**src/rtl/spike_action_decoder.sv**
```systemverilog
// Counts output-neuron spikes over a fixed window, picks the neuron with more spikes,
// and scores that choice against the target with one-cycle reward/punish pulses.
module spike_action_decoder #(
    parameter int WIN_LEN = 64,
    parameter int CNT_W   = 8
) (
    input  logic             clk,
    input  logic             reset,
    input  logic             run,
    input  logic [1:0]       spike_in,
    input  logic             target,
    output logic             action_valid,
    output logic [1:0]       action,
    output logic             reward,
    output logic             punish,
    output logic [CNT_W-1:0] cnt0,
    output logic [CNT_W-1:0] cnt1,
    output logic             busy
);

    typedef enum logic [1:0] {
        S_IDLE,
        S_COUNT,
        S_DECIDE,
        S_REPORT
    } state_t;

    localparam logic [15:0]      LAST_CYCLE = 16'(WIN_LEN - 1);
    localparam logic [CNT_W-1:0] CNT_MAX    = '1;

    state_t           r_state;
    state_t           w_next_state;
    logic [CNT_W-1:0] r_acc0;
    logic [CNT_W-1:0] r_acc1;
    logic [15:0]      r_win_cnt;
    logic [CNT_W-1:0] w_acc0_next;
    logic [CNT_W-1:0] w_acc1_next;
    logic [1:0]       w_action;
    logic [1:0]       w_target_onehot;

    always_ff @(posedge clk or posedge reset) begin
        if (reset) begin
            r_state <= S_IDLE;
        end else begin
            r_state <= w_next_state;
        end
    end

    always_comb begin
        w_next_state = r_state;
        case (r_state)
            S_IDLE:   if (run) w_next_state = S_COUNT;
            S_COUNT: begin
                if (!run)                        w_next_state = S_IDLE;
                else if (r_win_cnt == LAST_CYCLE) w_next_state = S_DECIDE;
            end
            S_DECIDE: w_next_state = S_REPORT;
            S_REPORT: w_next_state = run ? S_COUNT : S_IDLE;
            default:  w_next_state = S_IDLE;
        endcase
    end

    // Saturating increments: a full accumulator simply holds its value.
    always_comb begin
        w_acc0_next     = (spike_in[0] && (r_acc0 != CNT_MAX)) ? r_acc0 + CNT_W'(1) : r_acc0;
        w_acc1_next     = (spike_in[1] && (r_acc1 != CNT_MAX)) ? r_acc1 + CNT_W'(1) : r_acc1;
        w_target_onehot = target ? 2'b10 : 2'b01;
        w_action        = 2'b00;
        if (r_acc0 > r_acc1)      w_action = 2'b01;
        else if (r_acc1 > r_acc0) w_action = 2'b10;
    end

    // NOTE: state and datapath registers use non-blocking assignments so every flop
    // samples pre-edge values, independent of statement order.
    always_ff @(posedge clk or posedge reset) begin
        if (reset) begin
            r_acc0       <= '0;
            r_acc1       <= '0;
            r_win_cnt    <= '0;
            cnt0         <= '0;
            cnt1         <= '0;
            action       <= 2'b00;
            action_valid <= 1'b0;
            reward       <= 1'b0;
            punish       <= 1'b0;
            busy         <= 1'b0;
        end else begin
            action_valid <= 1'b0;
            reward       <= 1'b0;
            punish       <= 1'b0;
            busy         <= (w_next_state != S_IDLE);
            case (r_state)
                S_IDLE, S_REPORT: begin
                    if (w_next_state == S_COUNT) begin
                        r_acc0    <= '0;
                        r_acc1    <= '0;
                        r_win_cnt <= '0;
                    end
                end
                S_COUNT: begin
                    if (run) begin
                        r_acc0    <= w_acc0_next;
                        r_acc1    <= w_acc1_next;
                        r_win_cnt <= r_win_cnt + 16'd1;
                    end
                end
                S_DECIDE: begin
                    action       <= w_action;
                    cnt0         <= r_acc0;
                    cnt1         <= r_acc1;
                    action_valid <= 1'b1;
                    reward       <= (w_action != 2'b00) && (w_action == w_target_onehot);
                    punish       <= (w_action != 2'b00) && (w_action != w_target_onehot);
                end
                default: ;
            endcase
        end
    end

endmodule

```
**config.mk**
```make
export PLATFORM = sky130hd
export DESIGN_NAME = spike_action_decoder
export DESIGN_NICKNAME = d
export VERILOG_FILES = /design/src/rtl/spike_action_decoder.sv
export SDC_FILE = /design/constraint.sdc
export NUM_CORES = 1
export LEC_CHECK = 0
export BUFFER_PORTS_ARGS = -buffer_cell sky130_fd_sc_hd__buf_2
export CAP_MARGIN = 25
export CORE_MARGIN = 5
export CORE_UTILIZATION = 49
export DETAILED_ROUTE_END_ITERATION = 10
export PLACE_DENSITY = 0.78
export SYNTH_ARGS = -nofsm -noshare
export SYNTH_HDL_FRONTEND = slang
export SYNTH_SLANG_ARGS = --single-unit
```
**constraint.sdc**
```tcl
create_clock -name clk -period 5.3 [get_ports clk]
set_input_delay 0.795 -clock clk [delete_from_list [all_inputs] [get_ports clk]]
set_output_delay 0.795 -clock clk [all_outputs]
set_load 0.01 [all_outputs]
```
==> metrics, run 1 <==
die area=0.00810 sq mm; Least-Margin Pin Slew=0.714 ns; Wirelength per Cell=16.6 um; CP max-delay cell=nand4_1; Setup CP Type=reg2reg; yosys warns=0; area delta synth->final=9.17%; P per Cell Area=366 mW/mm^2; Overall Global Routing Usage=0.177; fillers=550; Sum Neg Setup Slack=0 ns; synthesized instance count=314; Peak VDD IR=0.000198 V; Final Hold Vio Count=0; Root Buffer=clkbuf_8; Max FO, Critical Path=30; Final Skew=0.0128 ns; GR Overflow Total=0; placed cells=406; global-route wire length before repair=12.2 mm; Net count, final=358; Vert. Die Dim=90.0 um; Fmax=384 MHz; Starting Density=0.500; Vias/cell=6.08; GRT met1 Usage=0.248; fraction of layout cells with a size suffix above 1=0.207; Worst-path clk slew=0.10 ns; initial antenna violation count=0; Port-buffer cells=27; largest net degree at the start of global routing=57; final slew viol count=0; RSZ-0062 raised after global routing=false; routability cong.=0.855; leading cell types in the layout, fill and taps excluded=dfrtp_1, buf_2, nand2_1; post-route setup slack=2.69 ns; hold_ws=0.511 ns; detailed placement HPWL=4.76 mm; hold buffer count at CTS=0; CTS tree=built; slowest stage delay, CP=0.48 ns; Critical Path Sink Type=register; Netlist cell types=53; Hold/Removal Path Class=reg2reg; Non-Filler Instances=415; Clock Path Buffers=2; ys async rst share=1.00; routed via count=2522; most common cell after layout, fill and taps aside=dfrtp_1; leakage power=1.53 nW; final setup violation count=0; Place WS=2.30 ns; initial drt markers=175; Period minus WS final=2.61 ns; Post-CTS Resized=0; CP delay by family, top=buffers and inverters; Placeable Area=0.00628 sq mm; Worst-Skew Late Latency=0.32 ns; num rows=29; DRC Markers=0; worst endpoint required time=5.50 ns; Final Core Density=0.546; Synth Register Bits=56; outcome=finished clean; sequential fraction of the synthesis area=0.447; vias in the first global route=2432; Mean Syn Cell Area=9.99 sq um; Post-Syn Nets=335; total CTS buffers=5; CP cell instances=inv_1, ha_1, buf_4, inv_1, nand2_1, nand4_1, o21ai_0, o31ai_1; Post-CTS Setup Repair Bufs=0; CTS sink cnt=56; met2 GRT Util=0.284; die span in x=90.0 um; startpoint types=register; cell area after synthesis=0.00314 sq mm; CP bufs+invs=3; Slew headroom=0.524; Initial DRT Pass Iterations=5; Post-synth EDFFs=0; Routed Antenna Nets=0; fin crit share=0.492; CP arrival=2.81 ns; busiest grt layer=met2; grt met3 use=0.0351; Post-Route WL=6.88 mm; Antenna diodes=0; Max Cap Viol=0; Post-synth top flop=dfrtp_1; htree depth=2; crit-path most repeated cell=inv_1; I/O Pins=28
==> metal layers <==
metal | vias to the layer above | routed length [um]
met5 | - | 0
met3 | 6 | 294
li1 | 1215 | -
met2 | 50 | 3360
met1 | 1251 | 3170
met4 | 0 | 58
==> cell type report <==
type / instances / area [sq um] / area share
inverters: 18 / 67.6 / 0.0197
clock buffers: 7 / 86.3 / 0.0252
repair buffers: 30 / 175 / 0.0511
flip-flops and latches: 56 / 1400 / 0.409
multi-input cells: 226 / 1590 / 0.465
well taps: 77 / 96.3 / 0.0281
clock inverters: 1 / 7.51 / 0.00219
==> cell usage after synthesis, drive strengths merged (3+ instances only) <==
cell	number	area share
a21o	4	0.0096
a21oi	11	0.021
a31oi	5	0.010
and2	7	0.014
and3	3	0.0076
buf	6	0.014
clkbuf	8	0.010
dfrtp	56	0.45
ha	15	0.060
inv	18	0.022
mux2	17	0.061
mux2i	3	0.0096
nand2	25	0.030
nand2b	6	0.012
nand3	21	0.038
nand4	8	0.016
nor2	8	0.0096
nor3	5	0.0080
nor4	4	0.0080
o21a	4	0.0096
o21ai	29	0.046
o31ai	13	0.037
o41ai	6	0.017
or2	3	0.0060
or3	4	0.0080
==> worst paths after layout <==
path	startpoint	to	slack, ns	cells after the start
hold / removal	cnt0[0]	cnt0[0]	0.51	1
max in group asynchronous	reset	cnt0[2]	4.16	3
setup / recovery	r_state[1]	r_win_cnt[5]	2.69	8
setup reg to reg	r_state[1]	r_win_cnt[5]	2.69	8
hold reg to reg	cnt0[0]	cnt0[0]	0.51	1
min in group asynchronous	reset	r_win_cnt[11]	0.64	3
==> registers in the layout, indices dropped and copies added (netlist names) <==
| register | cells |
|---|---|
| punish | 1 |
| cnt0 | 8 |
| busy | 1 |
| r_state | 2 |
| reward | 1 |
| cnt1 | 8 |
| r_acc1 | 8 |
| action | 2 |
| r_win_cnt | 16 |
| r_acc0 | 8 |
| action_valid | 1 |
==> metrics by stage <==
stage	area (sq um)	total power, mW
after global routing	3430	1.35
after detailed placement	3310	1.01
final	3430	1.25
after floorplan	3140	0.899
after global placement	3310	0.990
after CTS	3400	1.25
==> power by group <==
part / switching [mW] / internal [mW] / leakage (nW)
clock: 0.140 / 0.107 / 0.0445
sequential: 0.0523 / 0.461 / 0.751
combinational: 0.323 / 0.169 / 0.732
total: 0.516 / 0.737 / 1.53
==> kinds of logic after synthesis <==
family          Yosys count  synth area share
compound gates           88             0.196
fa+ha+maj                15            0.0598
buf+inv                  32            0.0462
flops                    56             0.447
mux                      20            0.0706
simple gates            103             0.181
==> worst reg2reg max path: cells and delay by family, from the launching register on <==
family | cells | cell delay, ns
DFF | 1 | 0.43
buffers and inverters | 3 | 0.74
AOI/OAI and AO/OA | 2 | 0.49
and+or+nand+nor | 2 | 0.68
adders and majority gates | 1 | 0.15
Power figures use the tool's default switching activity.
==> inputs of run 2 (changes only) <==
Clock period 5.3 ns to 2.5 ns, I/O delays scaled along.
==> run 2 against run 1 <==
Net effect:
- power increased by 110%
- first-iteration DRC count decreased by 4.6%
- clock-buffer cell count decreased by 2
- sequential power increased by 110%
- non-clock buffer count increased by 5
- die area unchanged
- wire length decreased by 0.92%
- combinational power increased by 120%
- sequential share of layout area decreased by 0.15 points
- clock power increased by 96%
- critical path type unchanged
- critical endpoint is now r_acc0[0]
==> metrics, run 2 (synthesis gave the netlist of run 1 again) <==
Setup CP Type=reg2reg; CTS tree=built; max layer used=met4; fraction of layout cells with a size suffix above 1=0.222 (+0.0151); detailed placement HPWL=4.96 mm (+4.1%); global-route wire length before repair=12.1 mm (-0.34%); RR Startpoint=r_state[0]; Pwr Total=2.67 mW (+110%); M1 WL=3.03 mm (-4.3%); Critical Path Sink Type=register; CTS sink cnt=56 (unchanged); Starting Density=0.500 (unchanged); Fmax=439 MHz (+15%); die span in x=90.0 um (unchanged); GR Overflow Total=0 (unchanged); RSZ-0062 raised after global routing=false; largest net degree at the start of global routing=28 (-51%); Root Buffer=clkbuf_8; startpoint types=register; reg-to-reg slack, setup=0.22 ns (-2.47 ns); Routed Antenna Nets=0 (unchanged); P per Cell Area=777 mW/mm^2 (+110%); fillers=548 (-0.36%); leakage power=1.55 nW (+1.2%); Final Hold Vio Count=0 (unchanged); reg2reg end=r_acc0[0]; Placeable Area=0.00628 sq mm (unchanged); Final Skew=0.00868 ns (-0.00414 ns); met2 wire len=3.38 mm (+0.54%); Peak VDD IR=0.000415 V (+110%); Least-Margin Pin Slew=0.682 ns (-0.0314 ns); Initial DRT Pass Iterations=4 (-1); Port-buffer cells=27 (unchanged); Vert. Die Dim=90.0 um (unchanged); area delta synth->final=9.57%; Worst-path clk slew=0.10 ns (about the same); final slew viol count=0 (unchanged); num rows=29 (unchanged); Wirelength per Cell=16.3 um (-1.9%); Area after DPL=0.00335 sq mm (+1.4%); Routed met3 length=290 um (-1.4%); most common cell after layout, fill and taps aside=dfrtp_1; CP arrival=2.46 ns (-0.35 ns); initial drt markers=167 (-4.6%); Overall Global Routing Usage=0.176 (-0.00151); Hold/Removal Path Class=in2async; max FFs per register=16 (unchanged); leading cell types in the layout, fill and taps excluded=dfrtp_1, buf_2, nand2_1; routed via count=2549 (+1.1%); total CTS buffers=5 (unchanged); Max Cap Viol=0 (unchanged); initial antenna violation count=0 (unchanged); DRC Markers=0 (unchanged); Net count, final=363 (+1.4%); I/O Pins=28 (unchanged); die area=0.00810 sq mm (unchanged); routability cong.=0.870 (+1.8%); vias in the first global route=2587 (+6.4%); Biggest register=r_win_cnt; Layout Cell Area excl Fill=0.00344 sq mm (+0.37%); worst endpoint required time=2.68 ns (-2.82 ns); htree depth=2 (unchanged); Antenna diodes=0 (unchanged); Post-CTS Setup Repair Bufs=0 (unchanged); Vias/cell=6.08 (+0.11%); final setup violation count=0 (unchanged); outcome=finished clean; Sum Neg Setup Slack=0 ns (unchanged); Reg2Reg Depth=9 (+1); Clock Path Buffers=2 (unchanged); fin crit share=0.910 (+0.419); Slew headroom=0.540 (+0.0161); Max FO, Critical Path=7 (-77%); Period minus WS final=2.28 ns (-0.330 ns); Worst-Skew Late Latency=0.31 ns (about the same); Post-Route WL=6.82 mm (-0.92%)
run 2: cell type report:
type,count,area (sq um),share of cell area
Tap cell,77,96.3,0.0280
Inverter,18,67.6,0.0197
Timing Repair Buffer,35,195,0.0568
Clock buffer,5,68.8,0.0200
Sequential cell,56,1400,0.408
Clock inverter,2,12.5,0.00364
Multi-Input combinational cell,226,1600,0.464
run 2: what timing repair did:
item | 4_1_cts | 5_1_grt
resized for setup | 0 | 1
hold buffers | 0 | 0
setup endpoints to repair | 0 | 3
run 2: per-stage QoR:
| stage | util | cells | hold slack (ns) | worst slack [ns] |
|---|---|---|---|---|
| finish | 0.548 | 419 | 0.0386 | 0.224 |
| CTS | 0.547 | 419 | 0.0539 | 0.179 |
| global route | 0.548 | 419 | 0.0702 | 0.0768 |
| detailed placement | 0.534 | 412 | 0.399 | 0.238 |
| global placement | 0.534 | 412 | 0.389 | 0.371 |
| floorplan | - | 314 | 0.448 | 0.559 |
run 2: worst max-delay path by stage:
| stage | startpoint | to | depth (start not counted) |
|---|---|---|---|
| floorplan | r_win_cnt[0] | r_win_cnt[11] | 9 |
| global placement | r_state[1] | r_acc1[2] | 8 |
| detailed placement | r_state[0] | r_acc0[0] | 8 |
| CTS | r_state[0] | r_acc0[0] | 8 |
| global route | r_state[0] | r_win_cnt[13] | 9 |
| finish | r_state[0] | r_acc0[0] | 9 |
run 2: worst max-delay path, cell delays in order, from the launching register on:
cell and delay (ns):
dfrtp_1 0.47, inv_1 0.09, ha_1 0.27, a211oi_1 0.37, o21bai_1 0.11, o21bai_4 0.20, and2_1 0.19, buf_4 0.17
nand3_1 0.16, o21ai_0 0.12
run 2: power breakdown:
group / switching (mW) / internal (mW)
sequential: 0.111 / 0.977
combinational: 0.688 / 0.411
clock: 0.294 / 0.191
total: 1.09 / 1.58
run 2: layer usage:
metal  up-vias  track usage
li1       1222            -
met1      1230        0.233
met2        82        0.286
met3        15       0.0326
met4         0       0.0658
met5         -            0
==> inputs of run 3 (changes only) <==
Settings changed: CORE_UTILIZATION 49 to 30, CTS_BUF_LIST set to sky130_fd_sc_hd__clkbuf_4, PLACE_DENSITY 0.78 to 0.56.
Clock period 2.5 ns to 2.6 ns, I/O delays scaled along.
==> run 3 against run 2 <==
Net effect:
- first-iteration DRC count shrank 11%
- critical path depth is 1 lower
- utilization fell by 21 points
- critical path type unchanged
- largest power group unchanged
==> metrics, run 3 (synthesis gave the netlist of run 1 again) <==
routability cong.=0.772 (-11%); Hold/Removal Path Class=in2async; Net Sw Frac=0.429 (+0.0204); Starting Density=0.305 (-0.195); Setup CP Type=reg2reg; Post-CTS Setup Repair Bufs=0 (unchanged); most common cell after layout, fill and taps aside=dfrtp_1; startpoint types=register; max FFs per register=16 (unchanged); RSZ-0062 raised after global routing=false; leading cell types in the layout, fill and taps excluded=dfrtp_1, buf_2, nand2_1; Wirelength per Cell=15.5 um (-4.5%); Vias/cell=5.20 (-14%); Clock Path Buffers=2 (unchanged); I/O Pins=28 (unchanged); Worst path depth=8 (-1); CP bufs+invs=1 (-1); RR Startpoint=r_state[0]; Final Skew=0.0220 ns (+0.0133 ns); Final Hold Vio Count=0 (unchanged); Root Buffer=clkbuf_4; Post-CTS Resized=0 (unchanged); Overall Global Routing Usage=0.120 (-0.0558); fraction of layout cells with a size suffix above 1=0.222 (-0.000648); leakage power=1.54 nW (-0.26%); fin crit share=0.893 (-0.0172); final setup violation count=0 (unchanged); Sum Neg Setup Slack=0 ns (unchanged); Initial DRT Pass Iterations=4 (unchanged); hold buffer count at CTS=0 (unchanged); global-route wire length before repair=12.5 mm (+3.1%); final slew viol count=0 (unchanged); die span in x=112 um (+25%); Flop pwr share=0.408 (about the same); reg-to-reg slack, setup=0.28 ns (+0.05 ns); routed via count=2493 (-2.2%); Routed Antenna Nets=0 (unchanged); P per Cell Area=728 mW/mm^2 (-6.3%); Post-Route WL=7.44 mm (+9.1%); Max Cap Viol=0 (unchanged); CTS sink cnt=56 (unchanged); CP delay by family, top=simple AND/OR/NAND/NOR gates; DRC Markers=0 (unchanged); outcome=finished clean; htree depth=2 (unchanged); CP arrival=2.62 ns (+0.16 ns); Period minus WS final=2.32 ns (+0.0462 ns); Port-buffer cells=27 (unchanged); Slew headroom=0.485 (-0.0553); Max FO, Critical Path=13 (+6); initial drt markers=149 (-11%); GR Overflow Total=0 (unchanged); hold_ws=0.0369 ns (-0.00177 ns); largest net degree at the start of global routing=31 (+11%); num rows=37 (+28%); Antenna diodes=0 (unchanged); area delta synth->final=11.5%; combinational share of power=0.428 (+0.017); P_int=1.45 mW (-7.9%); initial antenna violation count=0 (unchanged); Placeable Area=0.0103 sq mm (+64%); Reg2Reg Depth=8 (-1); slowest stage delay, CP=0.47 ns (about the same); Final Core Density=0.340 (-0.207); detailed placement HPWL=5.29 mm (+6.8%); Worst setup endpoint=r_acc0[4]; Fmax=431 MHz (-2.0%); Critical Path Sink Type=register; Least-Margin Pin Slew=0.764 ns (+0.0821 ns); Biggest register=r_win_cnt; Vert. Die Dim=112 um (+25%); Pwr Total=2.55 mW (-4.6%); CP cell instances=inv_1, ha_1, nor3b_1, o21bai_1, o21bai_4, nand3_1, o21ai_0, o31ai_1; Clock power frac=0.164 (-0.017); worst endpoint required time=2.90 ns (+0.22 ns); Worst-Skew Late Latency=0.39 ns (+0.08 ns); Worst-path clk slew=0.19 ns (+0.09 ns); die area=0.0126 sq mm (+56%); total CTS buffers=5 (unchanged); vias in the first global route=2387 (-7.7%); CTS tree=built; CP startpoint=r_state[0]; Peak VDD IR=0.000372 V (-11%); reg2reg end=r_acc0[4]; switching power=1.09 mW (+0.13%); Net count, final=363 (unchanged); CP max-delay cell=dfrtp_1
## run 3: power by group through the flow
stage	Clock [mW]	Combinational, mW	Sequential [mW]
floorplan	0	0.810	1.02
global placement	0	1.07	1.05
detailed placement	0	1.09	1.06
CTS	0.432	1.10	1.04
global route	0.464	1.21	1.06
finish	0.417	1.09	1.04
## run 3: cell type report
class                           instances  area, sq um
Sequential cell                        56         1400
Fill cell                            1067         6780
Clock buffer                            5         37.5
Tap cell                              136          170
Multi-Input combinational cell        226         1590
Clock inverter                          3         22.5
Timing Repair Buffer                   35          208
Inverter                               18         67.6
## run 3: how the worst min path moves through the flow
stage                       start            end  slack, ns  cells after the start
CTS                         reset     r_state[0]       0.05                      2
global route                reset        cnt1[7]       0.05                      2
detailed placement        cnt0[3]        cnt0[3]       0.49                      1
global placement    r_win_cnt[15]  r_win_cnt[15]       0.49                      1
finish                      reset        cnt1[7]       0.04                      2
floorplan           r_win_cnt[15]  r_win_cnt[15]       0.45                      1
## run 3: per-layer routing
metal | track usage | part of all wire | vias up
met4 | 0.0216 | 0.0063 | 0
met2 | 0.198 | 0.49 | 47
li1 | - | - | 1219
met5 | 0 | 0 | -
met3 | 0.0205 | 0.030 | 4
met1 | 0.167 | 0.48 | 1223
## run 3: stage by stage
stage	cell area, sq um	worst slack, ns	cells
6_report	3500	0.278	479
5_1_grt	3500	0.0247	479
4_1_cts	3500	0.280	479
3_5_place_dp	3440	0.329	471
3_3_place_gp	3440	0.375	471
2_1_floorplan	3140	0.659	314
